[config.mk]
export PLATFORM = sky130hd
export DESIGN_NAME = div_iter
export DESIGN_NICKNAME = d
export VERILOG_FILES = /design/src/rtl/div_iter.sv
export SDC_FILE = /design/constraint.sdc
export NUM_CORES = 1
export LEC_CHECK = 0
export CORE_MARGIN = 8
export CORE_UTILIZATION = 40
export CTS_BUF_LIST = sky130_fd_sc_hd__clkbuf_4 sky130_fd_sc_hd__clkbuf_8
export DETAILED_ROUTE_END_ITERATION = 10
export GPL_TIMING_DRIVEN = 1
export PLACE_DENSITY_LB_ADDON = 0.25
export SLEW_MARGIN = 10
export SYNTH_ARGS = -nofsm -noshare
export SYNTH_HDL_FRONTEND = slang
export SYNTH_SLANG_ARGS = --single-unit
[constraint.sdc]
create_clock -name clk -period 5.4 [get_ports clk]
set_clock_uncertainty 0.15 [all_clocks]
set_input_delay 0.54 -clock clk [delete_from_list [all_inputs] [get_ports clk]]
set_output_delay 0.54 -clock clk [all_outputs]
set_load 0.03 [all_outputs]
[src/rtl/div_iter.sv]
// Iterative restoring divider for DIV/DIVU in the EX stage.
// Produces one quotient bit per cycle and pulses div_ready once {HI, LO} is valid.
module div_iter #(
    parameter int WIDTH = 32
) (
    input  logic                 clk,
    input  logic                 rst,
    input  logic                 start,
    input  logic                 signed_div,
    input  logic [WIDTH-1:0]     opa,
    input  logic [WIDTH-1:0]     opb,
    input  logic                 annul,
    output logic                 div_ready,
    output logic [2*WIDTH-1:0]   result
);
    localparam int CW = $clog2(WIDTH);
    localparam logic [CW-1:0] LAST = CW'(WIDTH - 1);

    typedef enum logic [1:0] {IDLE, BUSY, DONE} state_t;

    state_t           state;
    logic [CW-1:0]    count;
    logic [WIDTH:0]   rem;
    logic [WIDTH-1:0] dvd;
    logic [WIDTH-1:0] dvs;
    logic             neg_q;
    logic             neg_r;
    logic             ready_q;

    logic [WIDTH:0]   rem_shift;
    logic [WIDTH+1:0] diff;
    logic             q_bit;
    logic [WIDTH:0]   rem_next;
    logic [WIDTH-1:0] quo_next;
    logic [WIDTH-1:0] quo_fix;
    logic [WIDTH-1:0] rem_fix;
    logic [WIDTH-1:0] abs_a;
    logic [WIDTH-1:0] abs_b;

    // dvd holds the remaining dividend bits in its top end and collects
    // quotient bits at the bottom, so after WIDTH shifts it is the quotient.
    always_comb begin
        rem_shift = (rem << 1) | {{WIDTH{1'b0}}, dvd[WIDTH-1]};
        diff      = {1'b0, rem_shift} - {2'b00, dvs};
        q_bit     = ~diff[WIDTH+1];
        rem_next  = q_bit ? diff[WIDTH:0] : rem_shift;
        quo_next  = {dvd[WIDTH-2:0], q_bit};
        quo_fix   = neg_q ? -quo_next : quo_next;
        rem_fix   = neg_r ? -rem_next[WIDTH-1:0] : rem_next[WIDTH-1:0];
        abs_a     = (signed_div && opa[WIDTH-1]) ? -opa : opa;
        abs_b     = (signed_div && opb[WIDTH-1]) ? -opb : opb;
    end

    always_ff @(posedge clk) begin
        if (rst) begin
            state   <= IDLE;
            count   <= '0;
            rem     <= '0;
            dvd     <= '0;
            dvs     <= '0;
            neg_q   <= 1'b0;
            neg_r   <= 1'b0;
            ready_q <= 1'b0;
            result  <= '0;
        end else begin
            ready_q <= 1'b0;
            case (state)
                IDLE: begin
                    if (start && !annul) begin
                        state <= BUSY;
                        count <= '0;
                        rem   <= '0;
                        dvd   <= abs_a;
                        dvs   <= abs_b;
                        neg_q <= signed_div & (opa[WIDTH-1] ^ opb[WIDTH-1]);
                        neg_r <= signed_div & opa[WIDTH-1];
                    end
                end
                BUSY: begin
                    if (annul) begin
                        state <= IDLE;
                    end else begin
                        rem   <= rem_next;
                        dvd   <= quo_next;
                        count <= count + 1'b1;
                        // Final bit: publish the corrected result as DONE begins.
                        if (count == LAST) begin
                            state   <= DONE;
                            ready_q <= 1'b1;
                            result  <= {rem_fix, quo_fix};
                        end
                    end
                end
                DONE:    state <= IDLE;
                default: state <= IDLE;
            endcase
        end
    end

    // A flush arriving in the DONE cycle suppresses the pulse immediately.
    assign div_ready = ready_q & ~annul;

endmodule

# ---- Yosys cells after proc, flatten, opt, wreduce, memory -nomap -nowiden
# Cells that the tools add are included.
dict set report totals {
  register_bits 170
  input_bits 69
  out_inout_bits 65
}
dict set report classes {
  addsub 6
  n_eq_ne 5
  mux 19
  bitwise 8
  reduce_logical 11
}
# operator n
set ops {}
lappend ops {{$mux W32} 9}
lappend ops {{$neg A32 Y32} 4}
lappend ops {{$pmux W32 S2} 2}
lappend ops {{$sub A33 B32 Y34} 1}
lappend ops {{$or A33 B1 Y33} 1}
lappend ops {{$mux W5} 2}
lappend ops {{$pmux W5 S2} 1}
lappend ops {{$mux W2} 3}
lappend ops {{$reduce_and A3 Y1} 2}
lappend ops {{$add A5 B1 Y5 const B} 1}
lappend ops {{$eq A5 B5 Y1 const B} 1}
lappend ops {{$ne A2 B2 Y1 const B} 2}
lappend ops {{$pmux W2 S2} 1}
lappend ops {{$reduce_and A2 Y1} 2}
lappend ops {{$and A1 B1 Y1} 3}
lappend ops {{$logic_and A1 B1 Y1} 3}
lappend ops {{$ne A3 B3 Y1 const B} 1}
lappend ops {{$not A1 Y1} 3}
lappend ops {{$reduce_or A3 Y1} 1}
lappend ops {{$eq A2 B1 Y1 const B} 1}
lappend ops {{$logic_not A2 Y1} 1}
lappend ops {{$reduce_bool A2 Y1} 1}
lappend ops {{$logic_not A1 Y1} 1}
lappend ops {{$mux W1} 1}
lappend ops {{$xor A1 B1 Y1} 1}

# ---- Logic depth before layout (Yosys ltp)
dict set report logic_depth {
  depth_word 5
  ltp_mapped 27
  depth_no_buf 21
}

# ---- Worst setup path before layout
# Ideal clock, no wire load.
dict set report synth_path {
  path_kind {flip-flop to flip-flop}
  start {register rem[3]}
  end {register result[60]}
  setup_ns 0.086
  t_arrival_ns 5.341
  setup_slack_ns -0.177
  path_stages_with_launch 26
  n_path_buf 6
  synth_period_minus_slack_ns 5.577
  path_cell_list {dfxtp_1 ha_1 buf_2 a21o_1 a31oi_2 nand3b_1 a41o_1 o21a_1 buf_4 inv_2 buf_4 buf_2 buf_1 buf_1 o21ai_0 inv_1 ha_1 nand4bb_1 or2_2 nor3_1 nor3b_1 o2bb2ai_1 or4_1 o31ai_2 xor2_1 a211oi_1}
}
dict set report synth_between {
  elab_chain_cells 5
}
# item line
set synth_lines {}
lappend synth_lines {{start, declared} 23} ;# logic [WIDTH:0] rem;
lappend synth_lines {{start signal, assigned} 83} ;# rem <= rem_next;
lappend synth_lines {{$or A33 B1 Y33 *} 43} ;# rem_shift = (rem << 1) | {{WIDTH{1'b0}}, dvd[WIDTH-1]};
lappend synth_lines {{$sub A33 B32 Y34} 44} ;# diff = {1'b0, rem_shift} - {2'b00, dvs};
lappend synth_lines {{$mux W32 *} 46} ;# rem_next = q_bit ? diff[WIDTH:0] : rem_shift;
lappend synth_lines {{$neg A32 Y32} 49} ;# rem_fix = neg_r ? -rem_next[WIDTH-1:0] : rem_next[WIDTH-1:0];
lappend synth_lines {{$mux W32 *} 49}
lappend synth_lines {{end signal, assigned} 90} ;# result <= {rem_fix, quo_fix};
lappend synth_lines {{end, declared} 14} ;# output logic [2*WIDTH-1:0] result
# Every way passes the cells marked *; elsewhere a longest branch is shown, timed or not.
# A chain may end at the register's enable or synchronous reset.

# ---- Worst setup path after layout
dict set report layout_path {
  start {register rem[5]}
  end {register result[60]}
}
# The elaborated chain is that of the path after synthesis.

==> impl_metrics.ini <==
[outcome]
status = complete, no violations

[cts]
cts_setup_buffers = 0
cts_sinks = 170
clkTransAtPathRegs_ns = 0.11
cts_buffers = 17
cts_tree = yes
clockBufferDepth = 2
clockRootBuffer = clkbuf_8
cts_hold_buf = 0
h-tree-depth = 4
worstSkewPairLatency_ns = 0.49

[setup_path]
slowest_delay_ns = 0.56
end_kind = register
r2r_setup_slack_ns = 0.31
path_max_fanout = 8
r2r_end = result[60]$_SDFFE_PP0P_
required_ns = 5.65
r2r_start = rem[5]$_SDFFE_PP0P_
start_kind = register
crit_chain = ha_1 -> a21oi_1 -> o21ai_1 -> nand3b_1 -> a41o_1 -> o21a_2 -> mux2i_2 -> ha_1 -> nand4bb_1 -> or2_2 -> nor3_1 -> nor3b_2 -> o2bb2ai_1 -> or4_1 -> o31ai_2 -> xor2_1 -> a211oi_1
reg2reg_depth = 17
critical_path_class = register to register
cp_slowest_cell = or4_1
cp.arrival_ns = 5.34
cp_common_cell = ha_1

[logic_synthesis]
syn_avg_cell_area_um2 = 7.37
ys_seq_area_share_pct = 29.4
syn_area_um2 = 11600
yosys-top-cells-area = dfxtp_1 (29%), nand2_1 (6.7%), a21oi_1 (6.1%), xor2_1 (5.9%), nor2_1 (5.7%)
synth_cell_types = 76
synthArstFlopShare_pct = 0
yosysWarnings = 0
synth-seq-cells = 170
yosysTopAreaCell = dfxtp_1
synth_edf_count = 0
synth_nets = 1679
synth_top_area_share_pct = 29.4
syn_inst = 1571
synthFlopType = dfxtp_1

[detailed_routing]
wl_per_cell_um = 18.6
drtAntennaViolNets = 0
wirelength_um = 38100
drc = 0
drt-initial-drc-count = 919
via_per_inst = 5.74
vias = 11777
drtPass1Iterations = 6

[min_path]
hold_path.startpoint = result[43]$_SDFFE_PP0P_
holdPathEnd = result[43]$_SDFFE_PP0P_
min_path_type = register to register
min_path_cells = 2

[placed_design]
dp_hpwl_um = 29000
io_buffers = 133
pre_cts_ws_ns = 0.257
gp_congestion = 0.920

[global_routing]
grt_pass1_wl_um = 59900
grt_usage_pct = 21.7
antenna_found_initial = 0
grt_max_degree = 96
grt_overflow = 0
grt_pass1_vias = 10960

[power_and_ir_drop]
ir_worst_vdd_mv = 0.126
powerDensity_nw_per_um2 = 219
leakage_uw = 0.00508
total_power_uw = 2990

[timing]
post-route-min-period_ns = 5.09
finalMaxSlewViolations = 0
worstMarginPinSlew_ns = 1.12
finalSetupViolCount = 0
setup_ws_ns = 0.312
min_period_over_period_pct = 94.2
hold_ws_ns = 0.309
slew_headroom_pct = 25.0
finalHoldViolations = 0
max_freq_ghz = 0.197

[cells_and_area]
final_common_cell = nand2_1
finalNetCount = 1762
final_cell_mix = nand2_1 (208), nor2_1 (175), dfxtp_1 (168), a21oi_1 (142), clkdlybuf4s50_1 (132)
diodes = 0
areaGrowthSynthToFinish_pct = 18.0
drive_gt1_share_pct = 5.52
fin_util_pct = 47.8

[floorplan]
die_area_um2 = 34700
io_pins = 134
die-width_um = 186
rows = 62
chipHeight_um = 186
initial_core_util_pct = 40.5
core_area_um2 = 28600

[run]
cap_violations = 0
critical path: cells and delay by family, from the launching register on:
kind / cells / cell delay [ns]
xor+xnor: 1 / 0.09
mux: 1 / 0.25
fa+ha+maj: 2 / 0.66
compound gates: 7 / 1.73
flops: 1 / 0.37
simple gates: 6 / 1.72
worst max path at each step:
stage | slack (ns) | end | from | depth (start not counted)
CTS | 0.22 | result[60]$_SDFFE_PP0P_ | rem[7]$_SDFFE_PP0P_ | 17
global route | -0.02 | result[60]$_SDFFE_PP0P_ | rem[0]$_SDFFE_PP0P_ | 19
finish | 0.31 | result[60]$_SDFFE_PP0P_ | rem[5]$_SDFFE_PP0P_ | 17
global placement | 0.49 | result[60]$_SDFFE_PP0P_ | rem[7]$_SDFFE_PP0P_ | 17
detailed placement | 0.26 | result[60]$_SDFFE_PP0P_ | rem[7]$_SDFFE_PP0P_ | 17
floorplan | 0.04 | result[60]$_SDFFE_PP0P_ | rem[3]$_SDFFE_PP0P_ | 25
through the flow:
stage | cell area (um^2) | TNS (ns) | std cells
CTS | 13700 | 0 | 2051
global route | 13700 | -0.0199 | 2051
floorplan | 11600 | 0 | 1571
finish | 13700 | 0 | 2051
detailed placement | 13200 | 0 | 2019
global placement | 13200 | 0 | 2019
sequential cells by signal, summed over array words and instances, names as in the netlist:
name,count
count,5
dvd,32
dvs,32
neg_q,1
neg_r,1
ready_q,1
rem,32
result,64
state,2
power by group:
group,total (uW),switching [uW],internal [uW]
sequential,1320,31.8,1290
combinational,690,433,257
clock,987,580,407
total,2990,1040,1950
cell families (layout without fill, tap and decap cells):
family | count (synthesis) | count (layout) | share of synthesized area, %
multiplexers | 14 | 14 | 1.24
buffers and inverters | 154 | 250 | 5.11
adder cells (fa/ha/maj) | 39 | 39 | 4.28
AO/OA/AOI/OAI | 479 | 479 | 27.1
flip-flops | 170 | 170 | 29.4
AND/OR/NAND/NOR | 592 | 592 | 23.6
XOR/XNOR | 123 | 123 | 9.30
Yosys cell counts (6+ instances only):
cell and n:
nand2_1 208, nor2_1 176, dfxtp_1 170, a21oi_1 142, o21ai_0 78, xor2_1 78, clkbuf_1 76, a211oi_1 64
a22oi_1 59, inv_1 55, xnor2_1 45, ha_1 38, nor3_1 33, nand3_1 29, or3_1 24, nor4_1 18
o31ai_1 18, a21o_1 16, nand4_1 16, and3_1 15, buf_1 14, or4_1 12, and2_1 11, mux2i_1 11
nor2b_1 10, o41ai_1 10, nand2b_1 9, nor3b_1 9, a311oi_1 8, nand3b_1 7, o211ai_1 7, o21a_1 7
a31oi_1 6, o21ai_1 6, or2_2 6
cell type report:
type / instances / area, um^2
Timing Repair Buffer: 161 / 1540
Inverter: 57 / 214
Clock buffer: 18 / 248
Tap cell: 384 / 480
Fill cell: 2920 / 14900
Clock inverter: 14 / 173
Sequential cell: 170 / 3410
Multi-Input combinational cell: 1247 / 7620
metal layers:
| layer | vias up | global-route usage (%) | routed length, um |
|---|---|---|---|
| met2 | 397 | 34.5 | 17200 |
| met5 | - | 0 | 0 |
| li1 | 5842 | - | - |
| met4 | 0 | 6.73 | 760 |
| met1 | 5487 | 29.7 | 17600 |
| met3 | 51 | 3.55 | 2540 |
repair_timing:
action,4_1_cts,5_1_grt
endpoints found under the hold margin,0,0
endpoints found under the setup margin,0,3
gates resized for setup,0,6
Power figures use the tool's default switching activity.
